### src/rtl/stopwatch_bcd.sv
// stopwatch_bcd: tick-driven mm:ss.cc BCD stopwatch with run/pause/clear and lap freeze
module stopwatch_bcd #(
  parameter int TICKS_PER_CS = 1,
  parameter int MAX_MIN      = 59
) (
  input  logic        in_clk,
  input  logic        reset,
  input  logic        tick_en,
  input  logic        start_stop,
  input  logic        clear,
  input  logic        lap,
  output logic        running,
  output logic        lap_active,
  output logic [23:0] disp_digits,
  output logic        wrap
);
  typedef enum logic [1:0] {IDLE, RUN, PAUSE} state_t;
  localparam logic [15:0] LAST    = 16'(TICKS_PER_CS - 1);
  localparam logic [7:0]  MAX_BCD = 8'((MAX_MIN / 10) * 16 + MAX_MIN % 10);
  state_t      state_q;
  logic        running_q, lap_q, wrap_q;
  logic [15:0] presc_q;
  logic [23:0] cnt_q, latch_q, cnt_d;
  logic        roll;
  // ripple-carry BCD increment; digit 3 (seconds tens) wraps at 5, the rest at 9
  function automatic logic [23:0] bcd_inc(input logic [23:0] v);
    logic       c;
    logic [3:0] d, l;
    logic [23:0] r;
    c = 1'b1;
    r = v;
    for (int i = 0; i < 6; i++) begin
      d = v[4*i +: 4];
      l = (i == 3) ? 4'd5 : 4'd9;
      r[4*i +: 4] = c ? ((d == l) ? 4'd0 : d + 4'd1) : d;
      c = c & (d == l);
    end
    return r;
  endfunction
  // next count value; the minute field rolls back to zero after MAX_MIN:59.99
  always_comb begin
    roll  = (cnt_q[15:0] == 16'h5999) && (cnt_q[23:16] == MAX_BCD);
    cnt_d = roll ? 24'd0 : bcd_inc(cnt_q);
  end
  // control FSM, prescaler, count and lap latch with registered outputs
  always_ff @(posedge in_clk) begin
    if (!reset) begin
      state_q   <= IDLE;
      running_q <= 1'b0;
      lap_q     <= 1'b0;
      wrap_q    <= 1'b0;
      presc_q   <= 16'd0;
      cnt_q     <= 24'd0;
      latch_q   <= 24'd0;
    end else begin
      wrap_q <= 1'b0;
      if (clear) begin
        cnt_q   <= 24'd0;
        presc_q <= 16'd0;
        lap_q   <= 1'b0;
        if (state_q == PAUSE) state_q <= IDLE;
        running_q <= (state_q == RUN);
      end else begin
        if (state_q == RUN && tick_en) begin
          presc_q <= (presc_q == LAST) ? 16'd0 : presc_q + 16'd1;
          if (presc_q == LAST) begin
            cnt_q  <= cnt_d;
            wrap_q <= roll;
          end
        end
        if (start_stop) begin
          state_q   <= (state_q == RUN) ? PAUSE : RUN;
          running_q <= (state_q != RUN);
        end
        if (lap && lap_q) lap_q <= 1'b0;
        else if (lap && state_q == RUN) begin
          lap_q   <= 1'b1;
          latch_q <= cnt_q;
        end
      end
    end
  end
  assign running     = running_q;
  assign lap_active  = lap_q;
  assign wrap        = wrap_q;
  assign disp_digits = lap_q ? latch_q : cnt_q;
endmodule

### config.mk
export PLATFORM = sky130hd
export DESIGN_NAME = stopwatch_bcd
export DESIGN_NICKNAME = d
export VERILOG_FILES = /design/src/rtl/stopwatch_bcd.sv
export SDC_FILE = /design/constraint.sdc
export NUM_CORES = 1
export LEC_CHECK = 0
export ABC_AREA = 1
export BUFFER_PORTS_ARGS = -buffer_cell sky130_fd_sc_hd__buf_4
export CORE_AREA = 2 2 109 111
export CTS_CLUSTER_DIAMETER = 60
export DETAILED_ROUTE_END_ITERATION = 6
export DIE_AREA = 0 0 111 113
export PLACE_DENSITY_LB_ADDON = 0.12
export SLEW_MARGIN = 20
export SYNTH_ARGS = -nofsm -noshare
export SYNTH_HDL_FRONTEND = slang
export SYNTH_SLANG_ARGS = --single-unit
export TNS_END_PERCENT = 20
### constraint.sdc
create_clock -name in_clk -period 2 [get_ports in_clk]
set_input_delay 0.4 -clock in_clk [delete_from_list [all_inputs] [get_ports in_clk]]
set_output_delay 0.4 -clock in_clk [all_outputs]
set_load 0.02 [all_outputs]
### After elaboration in Yosys (flattened, before gate mapping)

Index checks and enable logic that the tools add are counted.

| word-level totals | value |
|---|---|
| bits in registers | 69 |
| output and inout port bits | 27 |

| cells by class | value |
|---|---|
| bitwise operators | 9 |
| $add $sub $neg | 7 |
| eq/ne operators | 12 |
| muxes and demuxes | 20 |
| reduce and logical (&&, ||, !) cells | 22 |

Operator list:

| operator | count |
|---|---|
| 24-bit two-way mux | 2 |
| 4-bit two-way mux | 11 |
| 4-bit by 1-bit adder with 4-bit output, second input constant | 6 |
| 4-bit == test, second input constant | 5 |
| 3-bit AND reduction | 6 |
| 16-bit by 1-bit adder with 16-bit output, second input constant | 1 |
| 16-bit by 15-bit == test with 1-bit output, second input constant | 1 |
| 16-bit zero test | 1 |
| 16-bit two-way mux | 1 |
| 2-bit nonzero test | 6 |
| 8-bit by 7-bit == test with 1-bit output, second input constant | 1 |
| 2-bit two-way mux | 4 |
| 1-bit NOT | 5 |
| 1-bit bitwise AND | 4 |
| 4-bit by 3-bit == test with 1-bit output, second input constant | 1 |
| 1-bit logical AND | 4 |
| 2-bit by 1-bit inequality test with 1-bit output, second input constant | 2 |
| 2-bit AND reduction | 2 |
| 4-bit OR reduction | 1 |
| 3-bit OR reduction | 1 |
| 2-bit by 1-bit == test with 1-bit output, second input constant | 1 |
| 2-bit == test, second input constant | 1 |
| 1-bit two-way mux | 2 |
| 2-bit OR reduction | 1 |

### Depth between registers and ports, before layout

Gate-level depths: netlist of the first run.

| depth | value |
|---|---|
| word-level depth | 7 |
| depth in mapped cells | 12 |
| depth with buffers taken out | 12 |

### Worst setup path before layout of the first run

OpenSTA, ideal clock, no wires.

| timing | value |
|---|---|
| path type | register to output |
| start point | reg lap_q, in the netlist lap_active |
| end point | out disp_digits[11] |
| slack | 0.197 ns |
| cell stages (with the launch flop) | 5 |
| path buffers | 2 |
| data required time | 1.600 ns |
| arrival | 1.403 ns |
| cells stage by stage | dfxtp_1 buf_2 inv_1 clkbuf_1 o21ai_0 |

| on the way | value |
|---|---|
| longest elaborated chain between the ends | 1 |

RTL lines:

| what | line | RTL |
|---|---|---|
| start: declaration | 21 | `logic running_q, lap_q, wrap_q;` |
| start signal: assignment | 50 | `lap_q <= 1'b0;` |
| start signal: assignment | 60 | `lap_q <= 1'b0;` |
| start signal: assignment | 75 | `if (lap && lap_q) lap_q <= 1'b0;` |
| 24-bit two-way mux | 86 | `assign disp_digits = lap_q ? latch_q : cnt_q;` |
| end: declaration | 14 | `output logic [23:0] disp_digits,` |

No other way between the ends.

### Worst setup path in the final report of the first run

| timing | value |
|---|---|
| start point | reg lap_q, in the netlist lap_active |
| end point | out disp_digits[0] |

The elaborated chain is that of the path after synthesis.

==> reports/results.txt, run 1 <==
status = complete, no violations
worst min path class = primary input to flip-flop
#FFs+latches synth = 69
Worst-Margin Slew = 0.440 ns
Sink Count = 69
Syn Std Cell Area = 3810 um^2
Min Hold Slack = 0.334 ns
H-tree depth = 3
async set-or-reset flop fraction in the synthesized netlist = 0%
latest clock arrival within the worst-skew pair = 0.34 ns
final worst slack = 0.125 ns
TritonCTS Buffers = 9
final hold violations = 0
FP Rows = 39
Syn Inst Count = 552
CTS clk-pin slew, worst paths = 0.05 ns
clock share of power = 49.4%
sequential cell area = 1380 um^2
Initial DRC Count = 164
area grow syn2layout = 18.2%
Primary FF master, synth = dfxtp_1
fin crit period = 1.87 ns
RD Place Congestion = 0.843
initial antenna violation count = 0
switch share = 22.6%
die width = 111 um
Root Buffer = clkbuf_16
number of I/O pins = 33
sequential share of power = 44.9%
MaxCap Viol Count = 0
vias in the first global route = 3402
most common cell in the netlist = nand2_1
VDD IR max = 0.000356 V
Post-Route Setup TNS = 0 ns
Pint = 2440 uW
layout cell share with drive strength beyond 1 = 13.2%
crit path DAT = 1.47 ns
CP Launch Type = flip-flop
Nets = 610
Synth top area share = 36.3%
pre-CTS WS = 0.267 ns
iteration count of the initial detailed-routing pass = 5
post-CTS sizing = 0
Comb power frac = 5.7%
largest net degree at the start of global routing = 49
critical path type = flip-flop to output port
max frequency = 0.533 GHz
commonest cells in the netlist = nand2_1 (105), inv_1 (80), dfxtp_1 (69)
routed wire length = 9.35 mm
CTS tree = done
Yosys warnings = 0
number of synthesized flops with an enable pin = 0
die height = 113 um
total track usage = 16.0%
Antenna diodes = 0
P_sw = 715 uW
postcts setup bufs = 0
vias per cell = 4.76
DP HPWL = 6.73 mm
Yosys top cell by area = dfxtp_1
Power per Cell Area = 701 nW/um^2
number of remaining DRC errors = 0
total power draw = 3160 uW
synth top area cells = dfxtp_1 (36%), nand2_1 (10%), o21ai_0 (8.7%)
PortBufs = 32
Worst EP required = 1.60 ns
max_slew headroom = 70.7%
grt ovf = 0
Post-DRT Antenna Nets = 0
P_leak = 0.00177 uW
worst-path fanout max = 38
skew final = 0.00595 ns
area taken by multi-input logic gates = 2060 um^2
Mapped Avg Cell Area = 6.90 um^2
fin. max-slew vios = 0
final worst path period share = 93.7%
Die ar. = 12500 um^2
Worst Setup End Kind = output port
Initial Utilization = 33.8%
CTS Hold Buffers Added = 0
Fillers = 1169
core area = 11300 um^2
RSZ-0062 raised after global routing = false
vias = 3493
final setup fails = 0
wire per inst = 12.7 um
first-pass GRT wire length = 16.1 mm
Netlist cell types = 30
net count after synthesis = 574
register area share after synthesis = 36.3%
Bufs on Longest Clock Path = 2
==> placed cells by master (no fill, tap or decap), types with 2 or more instances in the layout <==
cell and count:
a21oi_1 53, buf_4 39, clkbuf_1 2, clkbuf_16 9, dfxtp_1 69, ha_1 16
inv_1 80, inv_2 3, nand2_1 105, nand2_4 2, nand3_1 31, nand3_2 2
nand3_4 2, nand4_1 10, nor2_1 55, nor2_2 5, nor2_4 10, nor3_1 7
o21a_1 2, o21ai_0 66, xnor2_1 4, xor2_1 7
==> power groups by stage <==
stage          combinational (uW)  sequential (uW)  clock [uW]
2_1_floorplan                 123             1450           0
3_3_place_gp                  182             1440           0
3_5_place_dp                  182             1450           0
4_1_cts                       183             1420        1600
5_1_grt                       207             1420        1670
6_report                      180             1420        1560
==> critical path, cell delays in order (launching register included) <==
cell     delay, ns
dfxtp_1       0.33
buf_4         0.35
nand2_1       0.08
o21ai_0       0.16
buf_4         0.21
==> cell families (layout without fill, tap and decap cells) <==
logic type | count (synthesis) | in the layout | synth area share (%)
AND/OR/NAND/NOR | 233 | 233 | 29.2
AO/OA/AOI/OAI | 126 | 126 | 17.0
buffers and inverters | 97 | 136 | 9.73
flip-flops | 69 | 69 | 36.3
adder cells (fa/ha/maj) | 16 | 16 | 5.26
XOR/XNOR | 11 | 11 | 2.53
==> per-stage QoR <==
stage,std cells,utilization (%),instance area [um^2]
6_report,734,39.9,4500
5_1_grt,734,39.9,4500
4_1_cts,734,39.9,4500
3_5_place_dp,720,37.4,4220
3_3_place_gp,720,37.4,4220
2_1_floorplan,552,-,3810
==> area by class of cell <==
| type | instances | share of cell area, % |
|---|---|---|
| Multi-Input combinational cell | 386 | 45.7 |
| Sequential cell | 69 | 30.7 |
| Inverter | 83 | 6.92 |
| Timing Repair Buffer | 39 | 6.50 |
| Clock buffer | 12 | 5.48 |
| Tap cell | 143 | 3.97 |
| Clock inverter | 2 | 0.778 |
==> routing by layer <==
layer / part of all wire (%) / up-vias / track usage (%)
met5: 0 / - / 0
met4: 1.8 / 0 / 7.17
met3: 2.9 / 14 / 3.05
met2: 47 / 50 / 26.5
met1: 48 / 1575 / 20.3
li1: - / 1854 / -
==> state kept, by name, summed over array words and instances, names as in the netlist <==
name	count
lap_active	1
state_q	2
running	1
wrap	1
presc_q	16
cnt_q	24
latch_q	24
==> final timing paths <==
path | to | cells past startpoint | startpoint | slack [ns]
max reg2reg | cnt_q[20] | 10 | cnt_q[4] | 0.28
min | lap_active | 3 | lap | 0.33
max | disp_digits[0] | 4 | lap_active | 0.13
min reg2reg | latch_q[17] | 2 | latch_q[17] | 0.44
(Power assumes the default switching activity.)
==> run 2: changes to the inputs <==
GPL_ROUTABILITY_DRIVEN = 0   (was not set)
PLACE_DENSITY_LB_ADDON = 0.25   (was 0.12)
==> reports/results.txt, run 2 (synthesized netlist as in run 1, its figures left out) <==
CP Launch Type = flip-flop
latest clock arrival within the worst-skew pair = 0.34 ns
vias = 3570
TritonCTS Buffers = 9
final worst path period share = 90.5%
layout cell share with drive strength beyond 1 = 14.5%
max_slew headroom = 76.1%
DP HPWL = 6.77 mm
Sink Count = 69
largest registers = cnt_q x24, latch_q x24, presc_q x16
commonest non-fill, non-tap cell in the layout = nand2_1
Worst Setup End Kind = output port
Nets = 612
H-tree depth = 3
Critical Path Source = lap_active
Initial Utilization = 33.8%
Post-Route Setup TNS = 0 ns
final setup fails = 0
worst min path class = primary input to flip-flop
final hold violations = 0
final worst slack = 0.190 ns
Antenna diodes = 0
status = complete, no violations
VDD IR max = 0.000306 V
Final Util = 40.5%
CTS tree = done
Hold Path Origin = lap
Worst-Margin Slew = 0.355 ns
skew final = 0.00704 ns
FP Rows = 39
fin. max-slew vios = 0
most frequent cells in the layout = nand2_1 (105), inv_1 (79), dfxtp_1 (68)
PortBufs = 32
number of remaining DRC errors = 0
die width = 111 um
initial antenna violation count = 0
Power per Cell Area = 732 nW/um^2
routed wire length = 9.20 mm
area grow syn2layout = 19.9%
RSZ-0062 raised after global routing = false
MaxCap Viol Count = 0
worst-path fanout max = 21
grt ovf = 0
CTS clk-pin slew, worst paths = 0.06 ns
critical path type = flip-flop to output port
pre-CTS WS = 0.285 ns
fin crit period = 1.81 ns
largest net degree at the start of global routing = 33
wire per inst = 12.5 um
core area = 11300 um^2
Worst EP required = 1.60 ns
crit path DAT = 1.41 ns
startpoint of the worst register-to-register path = cnt_q[1]
vias per cell = 4.84
number of I/O pins = 33
Bufs on Longest Clock Path = 2
die height = 113 um
Root Buffer = clkbuf_16
total track usage = 15.2%
iteration count of the initial detailed-routing pass = 4
total power draw = 3340 uW
vias in the first global route = 3305
max frequency = 0.552 GHz
Initial DRC Count = 193
Die ar. = 12500 um^2
Post-DRT Antenna Nets = 0
P_leak = 0.00179 uW
first-pass GRT wire length = 15.6 mm
## run 2: final cells by class
cell class	count	area [um^2]
clock buffers	10	239
clock inverters	6	86.3
fillers	1171	6710
inverters	83	315
multi-input cells	386	2060
flip-flops and latches	69	1380
well taps	143	179
repair buffers	40	300
repair inverters	1	7.51
## run 2: routing by layer
layer  global-route usage (%)  wire length [um]
met5                        0                 0
met4                     7.92               237
met3                     2.62               261
met2                     25.1              4240
met1                     19.2              4460
## run 2: through the flow
stage	instance area, um^2	hold slack [ns]	std cells
6_report	4570	0.336	738
4_1_cts	4550	0.335	737
2_1_floorplan	3810	0.423	552
3_3_place_gp	4230	0.431	721
5_1_grt	4570	0.345	738
3_5_place_dp	4230	0.435	721
## run 2: power breakdown
group,switching [uW],internal [uW],total (uW)
combinational,121,58.4,179
clock,624,1120,1750
sequential,15.4,1400,1420
## run 2: repair_timing
item / 4_1_cts / 5_1_grt
endpoints found under the setup margin: 0 / 2
hold buffers: 0 / 0
gates resized for setup: 0 / 3
setup buffers: 0 / 0
## run 2: critical path, stage by stage, from the launching register on
cell and delay, ns:
dfxtp_2 0.45, buf_4 0.28, nand2_1 0.07, o21ai_0 0.10
buf_4 0.18
## run 2: worst paths after layout
check        slack (ns)  cells after the start              to
max                0.19                      4  disp_digits[8]
min                0.34                      3      lap_active
max reg2reg        0.27                     11       cnt_q[20]
min reg2reg        0.44                      2      latch_q[2]
==> run 3: changes to the inputs <==
CELL_PAD_IN_SITES_DETAIL_PLACEMENT = 1   (was not set)
CELL_PAD_IN_SITES_GLOBAL_PLACEMENT = 1   (was not set)
==> reports/results.txt, run 3 (synthesized netlist as in run 1, its figures left out) <==
vias in the first global route = 3636
Bufs on Longest Clock Path = 2
most frequent cells in the layout = nand2_1 (105), inv_1 (80), dfxtp_1 (69)
worst-path fanout max = 14
Nets = 611
area grow syn2layout = 19.6%
total power draw = 3370 uW
number of remaining DRC errors = 0
final worst path period share = 87.4%
Power per Cell Area = 740 nW/um^2
grt ovf = 0
Root Buffer = clkbuf_16
commonest non-fill, non-tap cell in the layout = nand2_1
DP HPWL = 7.65 mm
FP Rows = 39
MaxCap Viol Count = 0
CTS tree = done
max frequency = 0.572 GHz
layout cell share with drive strength beyond 1 = 13.8%
Worst Setup End Kind = output port
Antenna diodes = 0
core area = 11300 um^2
skew final = 0.00891 ns
CTS clk-pin slew, worst paths = 0.06 ns
initial antenna violation count = 0
Worst EP required = 1.60 ns
Post-DRT Antenna Nets = 0
post-CTS sizing = 0
final hold violations = 0
fin crit period = 1.75 ns
crit path DAT = 1.35 ns
Post-Route Setup TNS = 0 ns
first-pass GRT wire length = 17.3 mm
Worst-Margin Slew = 0.419 ns
latest clock arrival within the worst-skew pair = 0.34 ns
critical path type = flip-flop to output port
status = complete, no violations
max_slew headroom = 72.0%
worst min path class = primary input to flip-flop
iteration count of the initial detailed-routing pass = 4
largest registers = cnt_q x24, latch_q x24, presc_q x16
vias per cell = 4.88
PortBufs = 32
die height = 113 um
final setup fails = 0
total track usage = 17.0%
TritonCTS Buffers = 9
fin. max-slew vios = 0
vias = 3598
Initial Utilization = 33.8%
number of I/O pins = 33
Sink Count = 69
wire per inst = 13.7 um
largest net degree at the start of global routing = 33
Initial DRC Count = 161
postcts setup bufs = 0
Die ar. = 12500 um^2
CP Launch Type = flip-flop
RSZ-0062 raised after global routing = false
VDD IR max = 0.000420 V
die width = 111 um
routed wire length = 10.1 mm
H-tree depth = 3
CTS Hold Buffers Added = 0
P_leak = 0.00180 uW
run 3: cell types whose count changed in the layout (fill, tap and decap cells not counted), sizes merged:
| cell | change |
|---|---|
| clkinv | -1 |
| clkinvlp | -3 |
| clkbuf | +2 |
| inv | +1 |
run 3: stage by stage:
stage / utilization [%] / std cells / hold slack [ns] / cell area (um^2) / setup WS (ns)
final: 40.4 / 737 / 0.327 / 4550 / 0.253
after global routing: 40.4 / 737 / 0.328 / 4550 / 0.0863
after CTS: 40.4 / 737 / 0.316 / 4550 / 0.212
after detailed placement: 37.5 / 721 / 0.439 / 4230 / 0.271
after global placement: 37.5 / 721 / 0.431 / 4230 / 0.279
after floorplan: - / 552 / 0.423 / 3810 / 0.197
run 3: worst paths after layout:
check              startpoint         endpoint  cells after the start  slack (ns)
setup reg to reg   presc_q[0]        cnt_q[17]                     11        0.28
hold reg to reg   latch_q[22]      latch_q[22]                      2        0.44
hold / removal            lap       lap_active                      3        0.33
setup / recovery   lap_active  disp_digits[16]                      4        0.25
run 3: area by class of cell:
class,count,area (um^2)
Multi-Input combinational cell,386,2060
Fill cell,1442,6720
Inverter,83,312
Tap cell,143,179
Clock buffer,12,256
Clock inverter,4,70.1
Sequential cell,69,1380
Timing Repair Buffer,40,300
run 3: power by group:
group          leakage, uW  total (uW)  internal [uW]  switching (uW)
Sequential        0.000558        1420           1400            14.7
Clock             0.000163        1770           1160             616
Combinational      0.00108         180           56.8             124
run 3: metal layers:
layer  GRT usage, %  part of all wire (%)  up-vias
met1           20.6                    46     1690
met3           3.59                   3.2       17
met4           7.83                   1.9        0
met5              0                     0        -
li1               -                     -     1857
met2           29.2                    49       34
run 3: critical path, stage by stage, from the launching register on:
cell	delay [ns]
dfxtp_1	0.32
inv_1	0.32
nand2_1	0.09
o21ai_0	0.10
buf_4	0.17
